[config.mk]
export PLATFORM = sky130hd
export DESIGN_NAME = mem_wb_stage
export DESIGN_NICKNAME = d
export VERILOG_FILES = /design/src/rtl/pipe_pkg.sv /design/src/rtl/skid_buffer.sv /design/src/rtl/mem_wb_stage.sv
export SDC_FILE = /design/constraint.sdc
export NUM_CORES = 1
export LEC_CHECK = 0
export BUFFER_PORTS_ARGS = -buffer_cell sky130_fd_sc_hd__buf_4
export CAP_MARGIN = 30
export CORE_MARGIN = 3
export CORE_UTILIZATION = 45
export DETAILED_ROUTE_END_ITERATION = 12
export GPL_TIMING_DRIVEN = 0
export PLACE_DENSITY_LB_ADDON = 0.25
export SYNTH_ARGS = -nofsm -noshare
export SYNTH_HDL_FRONTEND = slang
export SYNTH_SLANG_ARGS = --single-unit
[constraint.sdc]
create_clock -name clk -period 1.3 [get_ports clk]
set_clock_uncertainty 0.05 [all_clocks]
set_input_delay 0.065 -clock clk [delete_from_list [all_inputs] [get_ports clk]]
set_output_delay 0.065 -clock clk [all_outputs]
set_load 0.02 [all_outputs]
[src/rtl/pipe_pkg.sv]
// rtl/pipe_pkg.sv - shared pipeline widths and write-back entry type
package pipe_pkg;

    localparam int PIPE_DATA_W     = 32;
    localparam int PIPE_REG_ADDR_W = 5;
    localparam int REG_ZERO        = 0;

    // Write-back entry as seen by the register file and forwarding unit.
    typedef struct packed {
        logic [PIPE_DATA_W-1:0]     write_data;
        logic [PIPE_REG_ADDR_W-1:0] write_reg;
        logic                       reg_write;
    } wb_entry_t;

endpackage

[src/rtl/skid_buffer.sv]
// rtl/skid_buffer.sv - valid/ready elastic buffer (main + optional skid entry) with flush
module skid_buffer #(
    parameter int W       = 8,
    parameter bit SKID_EN = 1'b1
) (
    input  logic         clk,
    input  logic         reset,
    input  logic         flush,
    input  logic         in_valid,
    output logic         in_ready,
    input  logic [W-1:0] in_data,
    output logic         out_valid,
    input  logic         out_ready,
    output logic [W-1:0] out_data
);

    logic         main_valid, skid_valid, ready_q;
    logic [W-1:0] main_data, skid_data;
    logic         main_valid_n, skid_valid_n;
    logic [W-1:0] main_data_n, skid_data_n;
    logic         in_xfer, out_xfer;

    assign in_ready  = SKID_EN ? ready_q : (out_ready | ~main_valid);
    assign in_xfer   = in_valid & in_ready;
    assign out_xfer  = main_valid & out_ready;
    assign out_valid = main_valid;
    assign out_data  = main_data;

    always_comb begin
        main_valid_n = main_valid;
        skid_valid_n = skid_valid;
        main_data_n  = main_data;
        skid_data_n  = skid_data;
        if (out_xfer)
            main_valid_n = 1'b0;
        // A full skid blocks the input, so only the refill path can run.
        if (skid_valid && out_xfer) begin
            main_valid_n = 1'b1;
            main_data_n  = skid_data;
            skid_valid_n = 1'b0;
        end else if (in_xfer) begin
            if (!main_valid || out_xfer) begin
                main_valid_n = 1'b1;
                main_data_n  = in_data;
            end else if (SKID_EN) begin
                skid_valid_n = 1'b1;
                skid_data_n  = in_data;
            end
        end
        if (flush) begin
            main_valid_n = 1'b0;
            skid_valid_n = 1'b0;
        end
    end

    always_ff @(posedge clk) begin
        if (reset) begin
            main_valid <= 1'b0;
            skid_valid <= 1'b0;
            main_data  <= '0;
            skid_data  <= '0;
            ready_q    <= 1'b1;
        end else begin
            main_valid <= main_valid_n;
            skid_valid <= skid_valid_n;
            main_data  <= main_data_n;
            skid_data  <= skid_data_n;
            ready_q    <= ~skid_valid_n;
        end
    end

endmodule

[src/rtl/mem_wb_stage.sv]
// rtl/mem_wb_stage.sv - MEM/WB stage: write-back select, zero-register guard, elastic handshake
module mem_wb_stage
    import pipe_pkg::*;
#(
    parameter int DATA_W         = PIPE_DATA_W,
    parameter int REG_ADDR_W     = PIPE_REG_ADDR_W,
    parameter bit ZERO_REG_GUARD = 1'b1,
    parameter bit SKID_EN        = 1'b1
) (
    input  logic                  clk,
    input  logic                  reset,
    input  logic                  flush,
    input  logic                  in_valid,
    output logic                  in_ready,
    input  logic [DATA_W-1:0]     in_read_data,
    input  logic [DATA_W-1:0]     in_alu_result,
    input  logic [REG_ADDR_W-1:0] in_write_reg,
    input  logic                  in_reg_write,
    input  logic                  in_mem_to_reg,
    output logic                  out_valid,
    input  logic                  out_ready,
    output logic [DATA_W-1:0]     out_write_data,
    output logic [REG_ADDR_W-1:0] out_write_reg,
    output logic                  out_reg_write,
    output logic                  out_fwd_valid
);

    localparam int ENTRY_W = DATA_W + REG_ADDR_W + 1;

    logic [DATA_W-1:0]  sel_data;
    logic               sel_reg_write;
    logic [ENTRY_W-1:0] in_entry, out_entry;

    // Only the selected value is stored, so the entry stays one data word wide.
    assign sel_data      = in_mem_to_reg ? in_read_data : in_alu_result;
    assign sel_reg_write = in_reg_write &
                           ~(ZERO_REG_GUARD && (in_write_reg == REG_ADDR_W'(REG_ZERO)));
    assign in_entry      = {sel_data, in_write_reg, sel_reg_write};

    skid_buffer #(
        .W       (ENTRY_W),
        .SKID_EN (SKID_EN)
    ) u_skid (
        .clk       (clk),
        .reset     (reset),
        .flush     (flush),
        .in_valid  (in_valid),
        .in_ready  (in_ready),
        .in_data   (in_entry),
        .out_valid (out_valid),
        .out_ready (out_ready),
        .out_data  (out_entry)
    );

    assign {out_write_data, out_write_reg, out_reg_write} = out_entry;
    assign out_fwd_valid = out_valid & out_reg_write;

endmodule

==> flow_summary.yaml, run 1 <==
finish:
  areaGrowthSynthToFinish_pct: 53.2
  drive_gt1_share_pct: 48.4
  regArea_mm2: 0.00159
  nets: 602
  diodes: 0
  final_cells: 630
  multiInputGateArea_mm2: 0.00197
  fill_cells: 558
  utilization_pct: 72.8
global_routing:
  grt_pass1_wl_um: 15600
  overflow: 0
  antenna_found_initial: 0
  grt_pass1_vias: 3286
  grt_start_max_net_pins: 14
  grt_util_all_layers_pct: 22.3
worst_setup_path:
  critPathMaxFanout: 6
  endpoint_kind: "flip-flop"
  cp_cell_sequence: "a22o_4, a21oi_4, buf_12, buf_12, buf_8, o2bb2ai_2"
  r2r-end: "u_skid.out_data[12]$_SDFFE_PP0P_"
  path_buf_inv: 3
  cpLargestDelayFamily: "compound AO/OA/AOI/OAI gates"
  slowest_stage: "dfxtp_4"
  cp_common_cell: "buf_12"
  crit_path_max_incr_delay_ns: 0.38
  startpoint_type: "flip-flop"
  r2r_setup_slack_ns: -0.11
  critPathKind: "reg2reg"
  reg2regPathDepth: 6
  cp_data_required_time_ns: 1.54
  r2r-start: "u_skid.out_valid$_SDFF_PP0_"
  arrival_ns: 1.65
sta:
  tightest_slew_ns: 0.599
  tns_ns: -4.13
  slew_headroom_pct: 60.1
  hold_violations: 0
  slew_violations: 0
  setup_viol: 65
  fin_crit_ns: 1.41
  setup_ws_ns: -0.111
  fmax_mhz: 709
  rsz0062_at_grt: "yes"
  min_period_over_period_pct: 109
hold_path:
  min_from: "in_write_reg[2]"
  hold_path_class: "in2reg"
  hold_depth: 3
  holdPathEnd: "u_skid.out_data[3]$_SDFFE_PP0P_"
yosys:
  synthTopCellsByCount: "dfxtp_1, nor2_1, mux2i_1, o2bb2ai_1"
  syn_area_mm2: 0.00352
  yosysTopAreaCell: "dfxtp_1"
  synth_edf_count: 0
  syn-mean-instance-area_um2: 9.51
  seq_area_frac_synth_pct: 44.9
  async_reset_ff_share_pct: 0
  ys.flop_type: "dfxtp_1"
  yosysUniqueCellTypes: 32
  yosys-top-cells-area: "dfxtp_1, mux2i_1, mux2_2"
  synth_top_area_share_pct: 44.9
  synthCells: 370
  synth_nets: 446
  yosysWarnings: 0
  post-synth-top-count-cell: "dfxtp_1"
  ys_ff_latch: 79
place:
  place.gp.congestion: 0.791
  port_buffers: 115
  pre_cts_ws_ns: -0.255
  dp_hpwl_um: 6650
  dp.cells: 584
power_and_ir_drop:
  pwr-share-clk_pct: 33.8
  p_leak_nw: 2.38
  p_per_area_mw_per_mm2: 1020
  swShare_pct: 27.0
  comb_power_share_pct: 18.9
  ir_drop_uv: 625
  p_seq_share_pct: 47.3
  p_int_mw: 4.02
  p_switching_mw: 1.49
detailed_routing:
  drt_iter0_markers: 152
  detail-route-antenna-nets: 0
  wl_met2_um: 5020
  wl_per_cell_um: 16.2
  viasPerCell: 5.37
  via_count: 3386
  firstDrtPassIters: 4
  routed-wl-met3_um: 629
  top_layer_used: "met4"
  drc_errors: 0
  routed_wl_um: 10200
  m1WireLength_um: 4390
die:
  dieArea_mm2: 0.00892
  start_util_pct: 47.5
  fp-row-count: 31
  die_x_um: 94.4
  dieHeight_um: 94.4
  fp.coreArea_mm2: 0.00741
  io-pin-count: 117
cts:
  cts_tree: "done"
  clk_latency_ns: 0.36
  htreeDepth: 3
  clock-root-buffer: "clkbuf_8"
  cts_buffers: 9
  cts_buffer_depth: 2
  clkTransAtPathRegs_ns: 0.08
  clock_sinks: 79
status:
  status: "finished with violations"
  violations: "setup timing"
job:
  cap_violations: 0
through the flow:
step	hold WS, ns	area, um2	power, mW
5_1_grt	0.0684	5390	5.71
6_report	0.0419	5390	5.51
2_1_floorplan	0.151	3540	3.12
4_1_cts	0.0304	5110	5.46
3_3_place_gp	0.284	4520	3.51
3_5_place_dp	0.290	4520	3.53
tightest hold or removal path, stage by stage:
cell      delay (ns)
buf_4           0.12
o21ai_0         0.14
a211oi_1        0.07
layout by cell type (no fill, tap or decap), drive strengths merged, types with 10 or more instances in the layout:
master	synthesis	layout
mux2	27	27
nor2	60	60
o2bb2ai	32	32
a21oi	13	13
buf	22	161
mux2i	32	32
a211oi	10	10
nand2	14	14
clkbuf	11	21
nor3	27	27
dfxtp	79	79
o21ai	11	11
routing by layer:
metal  vias to the layer above  global-route usage (%)
met5                         -                       0
met4                         0                    9.75
met3                        16                    4.06
met2                       111                    37.7
met1                      1612                    27.7
li1                       1647                       -
timing repair:
item | 4_1_cts | 5_1_grt
pin swaps | 2 | 14
hold buffers | 7 | 0
resized for setup | 44 | 52
hold endpoints to repair | 10 | 0
buffers inserted | 11 | 13
setup endpoints to repair | 79 | 79
cloned | 3 | 2
registers in the layout, summed over array words and instances (netlist names):
signal	count
u_skid.out_data	38
u_skid.skid_data	38
u_skid.in_ready	1
u_skid.out_valid	1
u_skid.skid_valid	1
power by group through the flow:
stage	logic, mW	registers [mW]	clock network (mW)
after CTS	1.01	2.60	1.85
after global routing	1.12	2.62	1.97
after floorplan	0.372	2.75	0
final	1.04	2.61	1.86
after detailed placement	0.879	2.65	0
after global placement	0.866	2.65	0
kinds of logic after synthesis:
group | share of synthesized area [%]
AO/OA/AOI/OAI | 16.3
buffers and inverters | 5.69
flip-flops | 44.9
multiplexers | 17.7
AND/OR/NAND/NOR | 15.3
cell type report:
cell class / count / share of cell area, %
multi-input combinational: 256 / 36.5
sequential: 79 / 29.5
timing repair buffer: 149 / 23.1
buffer: 29 / 4.80
clock buffer: 11 / 2.62
tap: 99 / 2.30
clock inverter: 5 / 1.07
inverter: 2 / 0.139
worst max path at each step:
| stage | startpoint | to | slack [ns] | depth (start not counted) |
|---|---|---|---|---|
| 2_1_floorplan | u_skid.out_valid$_SDFF_PP0_ | u_skid.out_data[17]$_SDFFE_PP0P_ | -0.07 | 6 |
| 4_1_cts | u_skid.out_valid$_SDFF_PP0_ | u_skid.out_data[10]$_SDFFE_PP0P_ | -0.18 | 7 |
| 5_1_grt | u_skid.out_valid$_SDFF_PP0_ | u_skid.skid_data[35]$_SDFFE_PP0P_ | -0.21 | 6 |
| 6_report | u_skid.out_valid$_SDFF_PP0_ | u_skid.out_data[12]$_SDFFE_PP0P_ | -0.11 | 6 |
| 3_3_place_gp | u_skid.out_valid$_SDFF_PP0_ | u_skid.out_data[19]$_SDFFE_PP0P_ | -0.21 | 6 |
| 3_5_place_dp | u_skid.out_valid$_SDFF_PP0_ | u_skid.skid_data[32]$_SDFFE_PP0P_ | -0.26 | 5 |
No activity file was read; power rests on OpenSTA's default activity.
==> run 2, diff against run 1 <==
SKIP_CTS_REPAIR_TIMING = 1   (was default)
==> flow_summary.yaml, run 2 (synthesis results as in run 1) <==
finish:
  final_common_cell: "buf_4"
  final_cell_mix: "buf_4, dfxtp_1, nor2_1"
  drive_gt1_share_pct: 45.1
  areaGrowthSynthToFinish_pct: 48.1
  diodes: 0
  final_cell_area_mm2: 0.00521
  nets: 596
detailed_routing:
  wl_met2_um: 4970
  drt_iter0_markers: 146
  m1WireLength_um: 4260
  drc_errors: 0
  routed-wl-met3_um: 675
  detail-route-antenna-nets: 0
  firstDrtPassIters: 4
  top_layer_used: "met4"
  viasPerCell: 5.33
  routed_wl_um: 10100
  wl_per_cell_um: 16.2
  via_count: 3329
job:
  cap_violations: 0
global_routing:
  grt_pass1_wl_um: 14500
  grt_pass1_vias: 3089
  grt_start_max_net_pins: 14
  overflow: 0
  grt_util_all_layers_pct: 20.7
  antenna_found_initial: 0
die:
  start_util_pct: 47.5
  die_x_um: 94.4
  fp-row-count: 31
  dieHeight_um: 94.4
  fp.coreArea_mm2: 0.00741
  io-pin-count: 117
  dieArea_mm2: 0.00892
sta:
  fin_crit_ns: 1.44
  min_period_over_period_pct: 110
  setup_ws_ns: -0.136
  hold_violations: 0
  rsz0062_at_grt: "yes"
  tightest_slew_ns: 0.629
  slew_headroom_pct: 58.1
  fmax_mhz: 696
  whs_ns: 0.0408
  setup_viol: 33
  slew_violations: 0
worst_setup_path:
  r2r-end: "u_skid.out_data[31]$_SDFFE_PP0P_"
  endpoint_kind: "flip-flop"
  arrival_ns: 1.67
  slowest_stage: "dfxtp_4"
  r2r-start: "u_skid.skid_valid$_SDFF_PP0_"
  cp_data_required_time_ns: 1.53
  startpoint: "u_skid.skid_valid$_SDFF_PP0_"
  crit_path_max_incr_delay_ns: 0.37
  cp_common_cell: "buf_6"
  reg2regPathDepth: 6
  r2r_setup_slack_ns: -0.14
  critPathKind: "reg2reg"
  critPathMaxFanout: 8
  cp_cell_sequence: "a22o_1, buf_6, a21oi_4, buf_12, buf_6, o2bb2ai_1"
  startpoint_type: "flip-flop"
status:
  status: "finished with violations"
  violations: "setup timing"
place:
  port_buffers: 115
  place.gp.congestion: 0.791
  dp_hpwl_um: 6650
  pre_cts_ws_ns: -0.255
  place_area_mm2: 0.00452
hold_path:
  hold_depth: 3
  hold_path_class: "in2reg"
  holdPathEnd: "u_skid.out_data[2]$_SDFFE_PP0P_"
  min_from: "in_write_reg[1]"
power_and_ir_drop:
  p_leak_nw: 2.34
  p_per_area_mw_per_mm2: 1050
  p_total_mw: 5.45
  ir_drop_uv: 642
cts:
  clkTransAtPathRegs_ns: 0.08
  clk_latency_ns: 0.35
  clock_sinks: 79
  cts_buffer_depth: 2
  cts_buffers: 9
  cts_tree: "done"
  clock-root-buffer: "clkbuf_8"
  htreeDepth: 3
-- run 2: cell types whose count changed in the layout (fill, tap and decap cells not counted), sizes merged --
cell / previous run / this run
buf: 161 / 154
clkbuf: 21 / 22
-- run 2: worst max path at each step --
stage / slack, ns / cells after the start / to
2_1_floorplan: -0.07 / 6 / u_skid.out_data[17]$_SDFFE_PP0P_
3_5_place_dp: -0.26 / 5 / u_skid.skid_data[32]$_SDFFE_PP0P_
6_report: -0.14 / 6 / u_skid.out_data[31]$_SDFFE_PP0P_
4_1_cts: -0.32 / 4 / out_fwd_valid
3_3_place_gp: -0.21 / 6 / u_skid.out_data[19]$_SDFFE_PP0P_
5_1_grt: -0.17 / 6 / u_skid.out_data[31]$_SDFFE_PP0P_
-- run 2: cell type report --
class                      count  area (um2)
buffer                        31         270
inverter                       2        7.51
clock buffer                  11         141
sequential                    79        1590
clock inverter                 5        57.6
tap                           99         124
multi-input combinational    256        1890
timing repair buffer         141        1130
fill                         591        2190
-- run 2: critical path, delay by kind of cell, from the launching register on --
family | cells | cell delay, ns
compound gates | 3 | 0.53
buf+inv | 3 | 0.42
flops | 1 | 0.37
-- run 2: report_power, final --
part	switching [mW]	internal [mW]	leakage (nW)
Clock	0.909	0.937	0.0916
Combinational	0.472	0.531	1.60
Sequential	0.0738	2.53	0.647
Total	1.46	4.00	2.34
-- run 2: routing by layer --
metal  vias up  track usage [%]
met4         0             9.27
met2       118             34.7
li1       1624                -
met1      1568             25.7
met3        19             4.14
met5         -                0
-- run 2: per-stage QoR --
step	std cells	utilization [%]	TNS, ns
global route	624	70.4	-4.94
global placement	584	61.1	-12.06
floorplan	370	-	-2.02
detailed placement	584	61.1	-12.64
finish	624	70.4	-3.07
CTS	600	63.7	-14.68
==> run 3, diff against run 2 <==
CELL_PAD_IN_SITES_DETAIL_PLACEMENT = 2   (was default)
CELL_PAD_IN_SITES_GLOBAL_PLACEMENT = 2   (was default)
CORE_UTILIZATION = 27   (was 45)
==> flow_summary.yaml, run 3 (synthesis results as in run 1) <==
status:
  status: "finished with violations"
  violations: "setup timing"
global_routing:
  grt_pass1_vias: 3734
  grt_start_max_net_pins: 14
  overflow: 0
  antenna_found_initial: 0
  grt_busiest_layer: "met2"
  grt_util_met2_pct: 30.2
  globalRouteMet3Util_pct: 4.58
  grt_pass1_wl_um: 19500
  grt_util_all_layers_pct: 17.3
  groute.layer.met1.usage_pct: 20.7
sta:
  fin_crit_ns: 1.47
  hold_violations: 0
  setup_viol: 54
  slew_violations: 0
  min_period_over_period_pct: 113
  fmax_mhz: 680
  tns_ns: -5.35
  tightest_slew_ns: 0.742
  setup_ws_ns: -0.170
  rsz0062_at_grt: "yes"
  slew_headroom_pct: 50.5
worst_setup_path:
  slowest_stage: "dfxtp_4"
  path_buf_inv: 3
  cpLargestDelayFamily: "compound AO/OA/AOI/OAI gates"
  cp_data_required_time_ns: 1.52
  endpoint_kind: "flip-flop"
  critPathKind: "reg2reg"
  critPathMaxFanout: 7
  startpoint_type: "flip-flop"
  cp_cell_sequence: "a22o_1, buf_6, a21oi_4, buf_12, clkbuf_16, o2bb2ai_2"
  arrival_ns: 1.69
  crit_path_max_incr_delay_ns: 0.37
finish:
  drive_gt1_share_pct: 56.1
  areaGrowthSynthToFinish_pct: 68.1
  fill_cells: 1339
  final_common_cell: "buf_4"
  final_cell_area_mm2: 0.00592
  regArea_mm2: 0.00159
  final_cell_mix: "buf_4, dfxtp_1, nor2_1"
  nets: 604
  diodes: 0
  multiInputGateArea_mm2: 0.00223
  final_cells: 705
cts:
  clock-root-buffer: "clkbuf_16"
  cts_buffer_depth: 2
  htreeDepth: 3
  cts_tree: "done"
  clk_latency_ns: 0.34
  clkTransAtPathRegs_ns: 0.06
  clock_sinks: 79
  cts_buffers: 9
place:
  dp.cells: 657
  port_buffers: 115
  place.gp.congestion: 0.748
  place_area_mm2: 0.00461
  dp_hpwl_um: 8710
die:
  dieHeight_um: 120
  fp-row-count: 41
  fp.coreArea_mm2: 0.0127
  start_util_pct: 27.8
  io-pin-count: 117
  dieArea_mm2: 0.0144
  die_x_um: 120
detailed_routing:
  drc_errors: 0
  wl_per_cell_um: 19.8
  routed_wl_um: 13900
  firstDrtPassIters: 4
  drt_iter0_markers: 84
  detail-route-antenna-nets: 0
  viasPerCell: 4.89
  via_count: 3444
power_and_ir_drop:
  p_total_mw: 6.35
  ir_drop_uv: 563
  p_per_area_mw_per_mm2: 1070
  p_leak_nw: 2.59
hold_path:
  hold_path_class: "in2reg"
job:
  cap_violations: 0
[run 3: cell count changes in the layout (fill, tap and decap cells not counted), moves of 3 or more]
cell | previous run | this run
nor2_4 | 0 | 18
o2bb2ai_2 | 14 | 25
buf_4 | 128 | 125
buf_8 | 6 | 9
clkbuf_8 | 10 | 1
clkbuf_16 | 1 | 13
nor3_2 | 3 | 19
buf_12 | 2 | 5
nor2_1 | 55 | 35
o2bb2ai_1 | 18 | 6
nor3_1 | 24 | 8
[run 3: tightest hold or removal path, stage by stage]
cell      delay (ns)
buf_4           0.11
o21ai_0         0.16
a211oi_1        0.07
[run 3: per-layer routing]
layer / up-vias / part of all wire [%]
met5: - / 0
met2: 90 / 52
li1: 1644 / -
met1: 1693 / 42
met4: 0 / 1.9
met3: 17 / 4.9
[run 3: per-stage QoR]
step | util (%) | setup WS [ns] | hold WS (ns)
floorplan | - | -0.0674 | 0.151
global placement | 36.4 | -0.351 | 0.288
detailed placement | 36.4 | -0.431 | 0.294
CTS | 38.8 | -0.495 | -0.0640
global route | 46.7 | -0.238 | 0.111
finish | 46.7 | -0.170 | 0.0666
[run 3: final timing paths]
| check | cells after the start | end | startpoint | slack (ns) |
|---|---|---|---|---|
| min reg2reg | 2 | u_skid.skid_data[1]$_SDFFE_PP0P_ | u_skid.skid_data[1]$_SDFFE_PP0P_ | 0.40 |
| max | 6 | u_skid.out_data[21]$_SDFFE_PP0P_ | u_skid.out_valid$_SDFF_PP0_ | -0.17 |
| min | 3 | u_skid.out_data[2]$_SDFFE_PP0P_ | in_write_reg[1] | 0.07 |
| max reg2reg | 6 | u_skid.out_data[21]$_SDFFE_PP0P_ | u_skid.out_valid$_SDFF_PP0_ | -0.17 |
[run 3: layout make-up]
type,count,area share [%]
multi-input combinational,256,37.6
sequential,79,26.9
timing repair buffer,149,21.6
buffer,31,5.07
clock buffer,10,4.04
tap,172,3.64
clock inverter,6,1.01
inverter,2,0.127
[run 3: power breakdown]
group          switching [mW]  total (mW)  internal [mW]  leakage [nW]
Sequential             0.0910        2.62           2.53         0.647
Combinational           0.550        1.14          0.588          1.80
Clock                    1.06        2.59           1.53         0.144
Total                    1.70        6.35           4.65          2.59
